`src/rtl/alu_seq_pkg.sv`:
```
// rtl/alu_seq_pkg.sv - shared types and constants for alu_seq (feature macro: ALU_SEQ_MUL_EN)
package alu_seq_pkg;

  typedef enum logic {
    IDLE = 1'b0,
    MUL  = 1'b1
  } state_t;

  // Bit positions inside the {V,N,Z,C} flags register
  localparam int FLAG_C = 0;
  localparam int FLAG_Z = 1;
  localparam int FLAG_N = 2;
  localparam int FLAG_V = 3;

  // Common ALUControl codes
  localparam logic [3:0] ADD = 4'b0010;
  localparam logic [3:0] SUB = 4'b0101;
  localparam logic [3:0] AND = 4'b1000;
  localparam logic [3:0] OR  = 4'b1010;
  localparam logic [3:0] XOR = 4'b1100;
  localparam logic [3:0] NOT = 4'b1110;

endpackage

```
`src/rtl/alu_seq_core.sv`:
```
// rtl/alu_seq_core.sv - combinational ALU datapath: result, carry and overflow
module alu_core #(
  parameter int N = 32
) (
  input  logic [N-1:0] a,
  input  logic [N-1:0] b,
  input  logic [3:0]   ALUControl,
  output logic [N-1:0] result,
  output logic         c,
  output logic         v
);

  logic [N-1:0] y;
  logic [N:0]   sum_ext;

  // Second adder operand chosen by ALUControl[2:1]
  always_comb begin
    y = '0;
    case (ALUControl[2:1])
      2'b00:   y = '0;
      2'b01:   y = b;
      2'b10:   y = ~b;
      default: y = '1;
    endcase
  end

  // One extra bit keeps the carry-out; ALUControl[0] is the carry-in
  assign sum_ext = {1'b0, a} + {1'b0, y} + {{N{1'b0}}, ALUControl[0]};

  // Arithmetic when bit 3 is clear, bitwise logic (no C/V) when set
  always_comb begin
    result = sum_ext[N-1:0];
    c      = sum_ext[N];
    v      = (a[N-1] == y[N-1]) && (sum_ext[N-1] != a[N-1]);
    if (ALUControl[3]) begin
      c = 1'b0;
      v = 1'b0;
      case (ALUControl[2:1])
        2'b00:   result = a & b;
        2'b01:   result = a | b;
        2'b10:   result = a ^ b;
        default: result = ~a;
      endcase
    end
  end

endmodule

```
`src/rtl/alu_seq.sv`:
```
// rtl/alu_seq.sv - handshaked registered ALU with NZCV flags; multiplier under ALU_SEQ_MUL_EN
module alu_seq
  import alu_seq_pkg::*;
#(
  parameter int N = 32
) (
  input  logic         clk,
  input  logic         reset,
  input  logic         in_valid,
  output logic         in_ready,
  input  logic [N-1:0] a,
  input  logic [N-1:0] b,
  input  logic [3:0]   ALUControl,
  input  logic         mul,
  input  logic         setflags,
  output logic         out_valid,
  input  logic         out_ready,
  output logic [N-1:0] Result,
  output logic [3:0]   ALUFlags
);

  state_t       state, state_next;
  logic         accept;
  logic         start_mul;
  logic         mul_done;
  logic         mul_sf;
  logic [N-1:0] prod;
  logic [N-1:0] core_result;
  logic         core_c, core_v;

  // Stall while multiplying or while an unconsumed result is pending
  assign in_ready = reset & (state == IDLE) & (~out_valid | out_ready);
  assign accept   = in_valid & in_ready;

  alu_core #(.N(N)) u_core (
    .a          (a),
    .b          (b),
    .ALUControl (ALUControl),
    .result     (core_result),
    .c          (core_c),
    .v          (core_v)
  );

`ifdef ALU_SEQ_MUL_EN
  localparam int MUL_CNT_W = $clog2(N) + 1;

  logic [N-1:0]         mcand, mplier, acc, acc_sum;
  logic [MUL_CNT_W-1:0] cnt;

  assign start_mul = accept & mul;
  assign acc_sum   = acc + (mplier[0] ? mcand : '0);
  assign mul_done  = (state == MUL) && (cnt == '0);
  assign prod      = acc_sum;

  // Shift-add iterations on operands latched at accept; counter runs N-1 down to 0
  always_ff @(posedge clk or negedge reset) begin
    if (!reset) begin
      mcand  <= '0;
      mplier <= '0;
      acc    <= '0;
      cnt    <= '0;
      mul_sf <= 1'b0;
    end else if (start_mul) begin
      mcand  <= a;
      mplier <= b;
      acc    <= '0;
      cnt    <= MUL_CNT_W'(N - 1);
      mul_sf <= setflags;
    end else if (state == MUL) begin
      acc    <= acc_sum;
      mcand  <= mcand << 1;
      mplier <= mplier >> 1;
      cnt    <= cnt - MUL_CNT_W'(1);
    end
  end
`else
  logic unused_mul;
  assign unused_mul = mul;
  assign start_mul  = 1'b0;
  assign mul_done   = 1'b0;
  assign mul_sf     = 1'b0;
  assign prod       = '0;
`endif

  // State register
  always_ff @(posedge clk or negedge reset) begin
    if (!reset) state <= IDLE;
    else        state <= state_next;
  end

  // Next state: enter MUL on a multiply accept, leave on its last iteration
  always_comb begin
    state_next = state;
    case (state)
      IDLE: if (start_mul) state_next = MUL;
      MUL:  if (mul_done)  state_next = IDLE;
    endcase
  end

  // Output register and flags: write on single-cycle accept or multiply completion
  always_ff @(posedge clk or negedge reset) begin
    if (!reset) begin
      out_valid <= 1'b0;
      Result    <= '0;
      ALUFlags  <= '0;
    end else if (accept && !start_mul) begin
      out_valid <= 1'b1;
      Result    <= core_result;
      if (setflags) begin
        ALUFlags[FLAG_V] <= core_v;
        ALUFlags[FLAG_N] <= core_result[N-1];
        ALUFlags[FLAG_Z] <= (core_result == '0);
        ALUFlags[FLAG_C] <= core_c;
      end
    end else if (mul_done) begin
      out_valid <= 1'b1;
      Result    <= prod;
      if (mul_sf) begin
        ALUFlags[FLAG_N] <= prod[N-1];
        ALUFlags[FLAG_Z] <= (prod == '0);
      end
    end else if (out_ready) begin
      out_valid <= 1'b0;
    end
  end

endmodule

```
`config.mk`:
```
export PLATFORM = sky130hd
export DESIGN_NAME = alu_seq
export DESIGN_NICKNAME = d
export VERILOG_FILES = /design/src/rtl/alu_seq_pkg.sv /design/src/rtl/alu_seq_core.sv /design/src/rtl/alu_seq.sv
export SDC_FILE = /design/constraint.sdc
export NUM_CORES = 1
export LEC_CHECK = 0
export ABC_AREA = 1
export CORE_MARGIN = 2
export CORE_UTILIZATION = 55
export CTS_BUF_LIST = sky130_fd_sc_hd__clkbuf_8
export DETAILED_ROUTE_END_ITERATION = 7
export PLACE_DENSITY = 0.91
export SYNTH_ARGS = -nofsm -noshare
export SYNTH_HDL_FRONTEND = slang
export SYNTH_HIERARCHICAL = 1
export SYNTH_SLANG_ARGS = --single-unit
```
`constraint.sdc`:
```
create_clock -name clk -period 1.65 [get_ports clk]
set_clock_uncertainty 0.05 [all_clocks]
set_input_delay 0.2475 -clock clk [delete_from_list [all_inputs] [get_ports clk]]
set_output_delay 0.2475 -clock clk [all_outputs]
set_load 0.005 [all_outputs]
```
==> results of run 1 <==
-- repair_timing --
item	CTS
hold buffers	1
gates resized for setup	398
pin swaps	144
buffers inserted	61
setup endpoints to repair	37
endpoints found under the hold margin	26
gates cloned	5
-- cells by family after synthesis --
logic type / share of synthesized area
DFF: 0.1394
and+or+nand+nor: 0.3909
adders and majority gates: 0.1850
AOI/OAI and AO/OA: 0.1373
buffers and inverters: 0.1447
xor gates and xnor gates: 0.002638
-- stage by stage --
step                      TNS [ns]  utilization  hold WS [ns]  std cells  worst slack, ns
after floorplan             -13.39            -      -0.09809       1147          -0.7962
after global placement      -41.18       0.7912        0.2954       1569           -1.500
after detailed placement    -47.39       0.7912        0.3088       1569           -1.864
after CTS                   -16.07       0.9499        0.4330       1639          -0.8283
-- routing by layer --
| metal | track usage | overflow |
|---|---|---|
| met1 | 0.7822 | 0 |
| met3 | 0.6482 | 0 |
| met5 | 0.3608 | 0 |
| met2 | 0.9214 | 5 |
| met4 | 0.7553 | 1 |
==> metrics.csv, run 1 <==
metric;value;unit
run status;stopped before the end;
Last stage;5_1_grt;
stop err;[ERROR GRT-0116] Global routing finished with congestion. Check the congestion regions in the DRC Viewer.;
clk sinks;37;
Initial Utilization;0.5576;
largest net degree at the start of global routing;38;
syn nets;1318;
Synth Flop Type;dfrtp_1;
Yosys reg bits;37;
most frequent cell after synthesis;nand2_1;
largest cells by area after synthesis;nand2_1 (24%), ha_1 (18%), dfrtp_1 (14%);
Total GRT Usage;0.7773;
Die Ht;113.9;um
Yosys top cell area share;0.2391;
Synth Instances;1147;
Async S/R FF share, synth;1.000;
Mean Syn Cell Area;5.790;um2
Yosys top cell by area;nand2_1;
total grt overflow;6;
top cells by count, synth;nand2_1 (423), inv_1 (199), ha_1 (95), nor2_1 (82), o21ai_0 (71);
Area after DPL;0.009424;mm2
vias in the first global route;13080;
count of cell types in the netlist;39;
maximum level of the CTS H-tree;2;
number of flops mapped to enable cells by yosys;0;
input/output buffers;110;
CTS root buf;clkbuf_8;
yosys warns;6;
HPWL after DPL;20.45;mm
top-level I/O count;112;
CTS max path bufs;2;
Die W;113.9;um
Seq/Total Area, Yosys;0.1394;
GP Congestion;1.083;
Row Count;40;
mapped cell area;0.006641;mm2
first-pass GRT wire length;76.32;mm
TritonCTS Buffers;5;
==> run 2: changes to the inputs <==
--- a/config.mk
+++ b/config.mk
@@ -7,10 +7,9 @@
 export LEC_CHECK = 0
 export ABC_AREA = 1
 export CORE_MARGIN = 2
-export CORE_UTILIZATION = 55
-export CTS_BUF_LIST = sky130_fd_sc_hd__clkbuf_8
+export CORE_UTILIZATION = 40
 export DETAILED_ROUTE_END_ITERATION = 7
-export PLACE_DENSITY = 0.91
+export PLACE_DENSITY_LB_ADDON = 0.15
 export SYNTH_ARGS = -nofsm -noshare
 export SYNTH_HDL_FRONTEND = slang
 export SYNTH_HIERARCHICAL = 1
==> metrics.csv, run 2 <==
metric;value;unit
Iter 0 DRT Violations;513;
total power;0.006550;W
Max Slew Vio Count;0;
Worst Setup End Kind;register;
Clk Latency, worst-skew pair;0.28;ns
top cells by count, synth;nand2_1 (423), inv_1 (199), ha_1 (95), nor2_1 (82), o21ai_0 (71);
Worst-Margin Slew;0.4533;ns
initial antenna violation count;0;
Die Ht;132.9;um
total grt overflow;0;
power density over cell area;569.9;mW/mm2
drt first pass iters;7;
CP Launch Type;primary input;
core area;0.01641;mm2
Synth Instances;1147;
Synth Flop Type;dfrtp_1;
Via density;5.120;
TritonCTS Buffers;5;
yosys warns;6;
Data arrival, critical path;2.83;ns
Worst EP required;1.83;ns
Layout Cells excl Fill;1683;
Tcrit/Tclk final;1.608;
CTS root buf;clkbuf_16;
GP Congestion;0.9909;
Setup Crit Path Kind;in2reg;
Final Hold Viols;5;
Pleak;6.207;nW
top-level I/O count;112;
CP cell instances;buf_12 > buf_12 > buf_8 > nand2_2 > o21ai_1 > ha_1 > nand2_1 > nand2_2 > inv_1 > nand2_1 > a21oi_4 > nand2_8 > o21ai_4 > o21ai_2 > nor2_2 > nand2_1 > nor2_1 > nand2_1 > nor2_2 > nand2_1 > nand2_1;
CP peak stage delay;0.37;ns
mapped cell area;0.006641;mm2
Reg2Reg Setup Slack;0.29;ns
Setup Viol. Count Final;35;
vias in the first global route;7864;
nets;1633;
clk slew on worst S/H paths;0.06;ns
Highest Clock Rate;376.9;MHz
violated checks;negative hold slack, negative setup slack;
run status;finished with violations;
Yosys top cell area share;0.2391;
Mean Syn Cell Area;5.790;um2
DR DRC count;0;
maximum VDD drop;0.5491;mV
Die Area;0.01765;mm2
vias;8617;
input/output buffers;110;
ANT cells;0;
critical path's slowest cell;ha_1;
Yosys top cell by area;nand2_1;
Initial Utilization;0.4048;
pre-CTS setup slack;-1.734;ns
share of post-route cells with drive strength above 1;0.3992;
max reg flops;32;
most frequent cell after synthesis;nand2_1;
Seq/Total Area, Yosys;0.1394;
routed len/inst;15.47;um
Total GRT Usage;0.2697;
Hold Path Class;in2async;
number of flops mapped to enable cells by yosys;0;
most common cell after layout, fill and taps aside;nand2_1;
first-pass GRT wire length;38.54;mm
clk sinks;37;
CTS max path bufs;2;
Largest regs;Result: 32 flops, ALUFlags: 4 flops, out_valid: 1 flops;
most flop-heavy register;Result;
Antenna Violating Nets Remaining;0;
Fin Hold WS;-0.003247;ns
Die W;132.9;um
maximum level of the CTS H-tree;2;
Area after DPL;0.009365;mm2
Row Count;47;
most frequent cells in the layout;nand2_1 (304), inv_1 (178), buf_4 (177), nand2_2 (112), ha_1 (76);
min Tclk post-route;2.653;ns
placed insts;1622;
CTS tree;built;
critical-path maximum fanout;6;
fin worst setup slack;-1.003;ns
Async S/R FF share, synth;1.000;
largest net degree at the start of global routing;38;
max-cap viol count;0;
unrepaired setup endpoints after global routing;yes;
Final Cell Area;0.01149;mm2
Slew HR;0.6978;
cells on worst reg2reg path;8;
Yosys reg bits;37;
syn nets;1318;
Layout area overhead;73.04;%
HPWL after DPL;18.68;mm
most frequent CP cell;nand2_1;
largest cells by area after synthesis;nand2_1 (24%), ha_1 (18%), dfrtp_1 (14%);
count of cell types in the netlist;39;
final WL;26.04;mm
Critical R2R Launch;out_valid;
r2r endpoint;Result[12];
run 2: logic make-up (layout without fill, tap and decap cells):
| family | count (synthesis) | in the layout | share of synthesized area |
|---|---|---|---|
| flops | 37 | 37 | 0.1394 |
| compound gates | 156 | 156 | 0.1373 |
| fa+ha+maj | 97 | 97 | 0.1850 |
| xor+xnor | 2 | 2 | 0.002638 |
| buf+inv | 240 | 556 | 0.1447 |
| simple gates | 615 | 615 | 0.3909 |
run 2: timing repair:
item,CTS,global route
setup endpoints to repair,37,36
pin swaps,100,148
resized for setup,208,271
hold buffers,0,0
setup buffers,39,22
gates cloned,2,1
run 2: worst max-delay path by stage:
stage | startpoint | cells past startpoint | endpoint
finish | ALUControl[1] | 21 | ALUFlags[1]
global route | ALUControl[1] | 22 | ALUFlags[1]
CTS | ALUControl[1] | 23 | ALUFlags[1]
detailed placement | ALUControl[1] | 22 | ALUFlags[1]
global placement | ALUControl[2] | 23 | ALUFlags[1]
floorplan | ALUControl[1] | 24 | ALUFlags[1]
run 2: area by class of cell:
cell class,count,area (um2)
inverter,209,809.5
timing repair buffer,339,3172
sequential,37,925.9
fill,1368,4915
clock inverter,3,17.52
clock buffer,5,125.1
tap,220,275.3
multi-input combinational,870,6167
run 2: metal layers:
| metal | GRT usage | up-vias | part of all wire |
|---|---|---|---|
| li1 | - | 4201 | - |
| met1 | 0.3759 | 4019 | 0.44 |
| met2 | 0.4557 | 344 | 0.48 |
| met3 | 0.02146 | 53 | 0.061 |
| met4 | 0.05854 | 0 | 0.024 |
| met5 | 0 | - | 0 |
run 2: worst max-delay path, delay by kind of cell:
kind / cells / cell delay (ns)
fa+ha+maj: 1 / 0.37
simple gates: 12 / 1.17
compound gates: 4 / 0.54
buf+inv: 4 / 0.47
run 2: report_power, final:
| part | switching, W | total (W) | internal [W] |
|---|---|---|---|
| combinational | 0.00231 | 0.00445 | 0.00214 |
| clock | 0.000360 | 0.000912 | 0.000553 |
| sequential | 0.0000980 | 0.00119 | 0.00109 |
| total | 0.00276 | 0.00655 | 0.00379 |
run 2: through the flow:
stage | util | setup TNS, ns
2_1_floorplan | - | -13.39
3_5_place_dp | 0.5708 | -46.18
6_report | 0.7005 | -19.91
3_3_place_gp | 0.5708 | -45.26
4_1_cts | 0.6305 | -18.38
5_1_grt | 0.7005 | -22.70
No activity file was read; power rests on OpenSTA's default activity.
==> run 3: changes to the inputs <==
--- a/config.mk
+++ b/config.mk
@@ -10,6 +10,7 @@
 export CORE_UTILIZATION = 40
 export DETAILED_ROUTE_END_ITERATION = 7
 export PLACE_DENSITY_LB_ADDON = 0.15
+export SKIP_LAST_GASP = 1
 export SYNTH_ARGS = -nofsm -noshare
 export SYNTH_HDL_FRONTEND = slang
 export SYNTH_HIERARCHICAL = 1
==> metrics.csv, run 3 (synthesis results as in run 2) <==
metric;value;unit
Initial Utilization;0.4048;
CP Launch Type;primary input;
Total GRT Usage;0.2691;
pre-CTS setup slack;-1.734;ns
Row Count;47;
most frequent cells in the layout;nand2_1 (312), buf_4 (189), inv_1 (177), nand2_2 (105), ha_1 (77);
Antenna Violating Nets Remaining;0;
maximum VDD drop;0.5474;mV
Largest regs;Result: 32 flops, ALUFlags: 4 flops, out_valid: 1 flops;
TritonCTS Buffers;5;
most flop-heavy register;Result;
DR DRC count;0;
HPWL after DPL;18.68;mm
Slew HR;0.6944;
first-pass GRT wire length;38.44;mm
Worst-Margin Slew;0.4584;ns
Worst EP required;1.82;ns
largest net degree at the start of global routing;38;
unrepaired setup endpoints after global routing;yes;
Gate power share;0.678;
CTS tree;built;
core area;0.01641;mm2
Data arrival, critical path;2.85;ns
Layout area overhead;71.78;%
Hold Path Class;in2async;
max-cap viol count;0;
Die Area;0.01765;mm2
Die Ht;132.9;um
maximum level of the CTS H-tree;2;
Die W;132.9;um
Sw Ratio;0.4221;
final WL;26.32;mm
Worst Setup SP;ALUControl[2];
min Tclk post-route;2.673;ns
CTS max path bufs;2;
max reg flops;32;
Layout fillers;1410;
power density over cell area;571.2;mW/mm2
Max Slew Vio Count;0;
drt first pass iters;5;
Critical R2R Launch;out_valid;
share of post-route cells with drive strength above 1;0.3913;
top-level I/O count;112;
vias in the first global route;7849;
Iter 0 DRT Violations;555;
internal power;0.003766;W
Tcrit/Tclk final;1.620;
input/output buffers;110;
violated checks;negative hold slack, negative setup slack;
post-route setup TNS;-20.42;ns
Clk Latency, worst-skew pair;0.28;ns
Fin Hold WS;-0.002387;ns
Setup Crit Path Kind;in2reg;
nets;1637;
Worst Setup End Kind;register;
vias;8627;
Pleak;6.157;nW
Setup Viol. Count Final;35;
Final Hold Viols;5;
ANT cells;0;
Highest Clock Rate;374.1;MHz
fin worst setup slack;-1.023;ns
most common cell after layout, fill and taps aside;nand2_1;
Via density;5.114;
initial antenna violation count;0;
GP Congestion;0.9909;
clk slew on worst S/H paths;0.06;ns
CTS root buf;clkbuf_16;
routed len/inst;15.60;um
total grt overflow;0;
clock network power share;0.140;
critical-path maximum fanout;12;
sw power;0.002751;W
sequential power share;0.182;
run status;finished with violations;
clk sinks;37;
run 3: changes by cell type in the layout (fill, tap and decap cells not counted), sizes merged:
cell	change
buf	+4
clkdlybuf4s50	+4
dlymetal6s2s	-3
dlygate4sd2	-1
run 3: critical path: stages:
cell and delay [ns]:
buf_8 0.09, clkinv_8 0.06, buf_4 0.14, buf_12 0.14, o21ai_1 0.20, ha_4 0.26, nand2_4 0.11, inv_1 0.06
nand2_1 0.06, nand2_1 0.09, a21oi_4 0.20, nand2_8 0.09, xor2_2 0.20, nand2_1 0.08, o21ai_2 0.06, nor2_2 0.15
nand2_1 0.08, nor2_1 0.12, nand2_1 0.10, nor2_2 0.14, nand2_1 0.07, nand2_1 0.07
run 3: cell type report:
| cell class | count | area [um2] | share of cell area |
|---|---|---|---|
| Clock buffer | 5 | 125.1 | 0.01097 |
| Timing Repair Buffer | 343 | 3174 | 0.2782 |
| Inverter | 209 | 809.5 | 0.07096 |
| Multi-Input combinational cell | 870 | 6081 | 0.5330 |
| Sequential cell | 37 | 925.9 | 0.08116 |
| Tap cell | 220 | 275.3 | 0.02413 |
| Clock inverter | 3 | 17.52 | 0.001535 |
run 3: timing repair:
action	CTS	global route
setup endpoints to repair	37	37
gates resized for setup	196	253
hold buffers	0	0
setup buffers	39	24
pin swaps	99	135
cloned	2	1
run 3: path summary, 6_finish.rpt:
check	end	cells past startpoint	slack (ns)
min in group clk	Result[22]	2	0.42
min	Result[7]	2	-0.002
min reg2reg	Result[22]	2	0.42
max reg2reg	Result[11]	8	0.31
max	ALUFlags[1]	22	-1.02
max in group asynchronous	out_valid	2	1.23
run 3: power groups by stage:
stage | Sequential (W) | Clock (W) | Combinational, W
3_3_place_gp | 0.00120 | 0 | 0.00328
2_1_floorplan | 0.00121 | 0 | 0.00160
6_report | 0.00119 | 0.000912 | 0.00442
3_5_place_dp | 0.00120 | 0 | 0.00332
5_1_grt | 0.00121 | 0.000970 | 0.00476
4_1_cts | 0.00119 | 0.000927 | 0.00372
run 3: metrics by stage:
step	cells	area, um2	total power (W)	utilization
final	1687	11410	0.006516	0.6953
after global routing	1687	11410	0.006945	0.6953
after CTS	1670	10310	0.005837	0.6285
after detailed placement	1622	9365	0.004524	0.5708
after global placement	1622	9365	0.004480	0.5708
after floorplan	1147	6729	0.002815	-
run 3: per-layer routing:
metal  GRT usage  vias to the layer above  routed length (um)
met2      0.4531                      332               12610
met3     0.02184                       69                1693
met1      0.3750                     4022               11330
met5           0                        -                   0
met4     0.06153                        0                 687
li1            -                     4204                   -
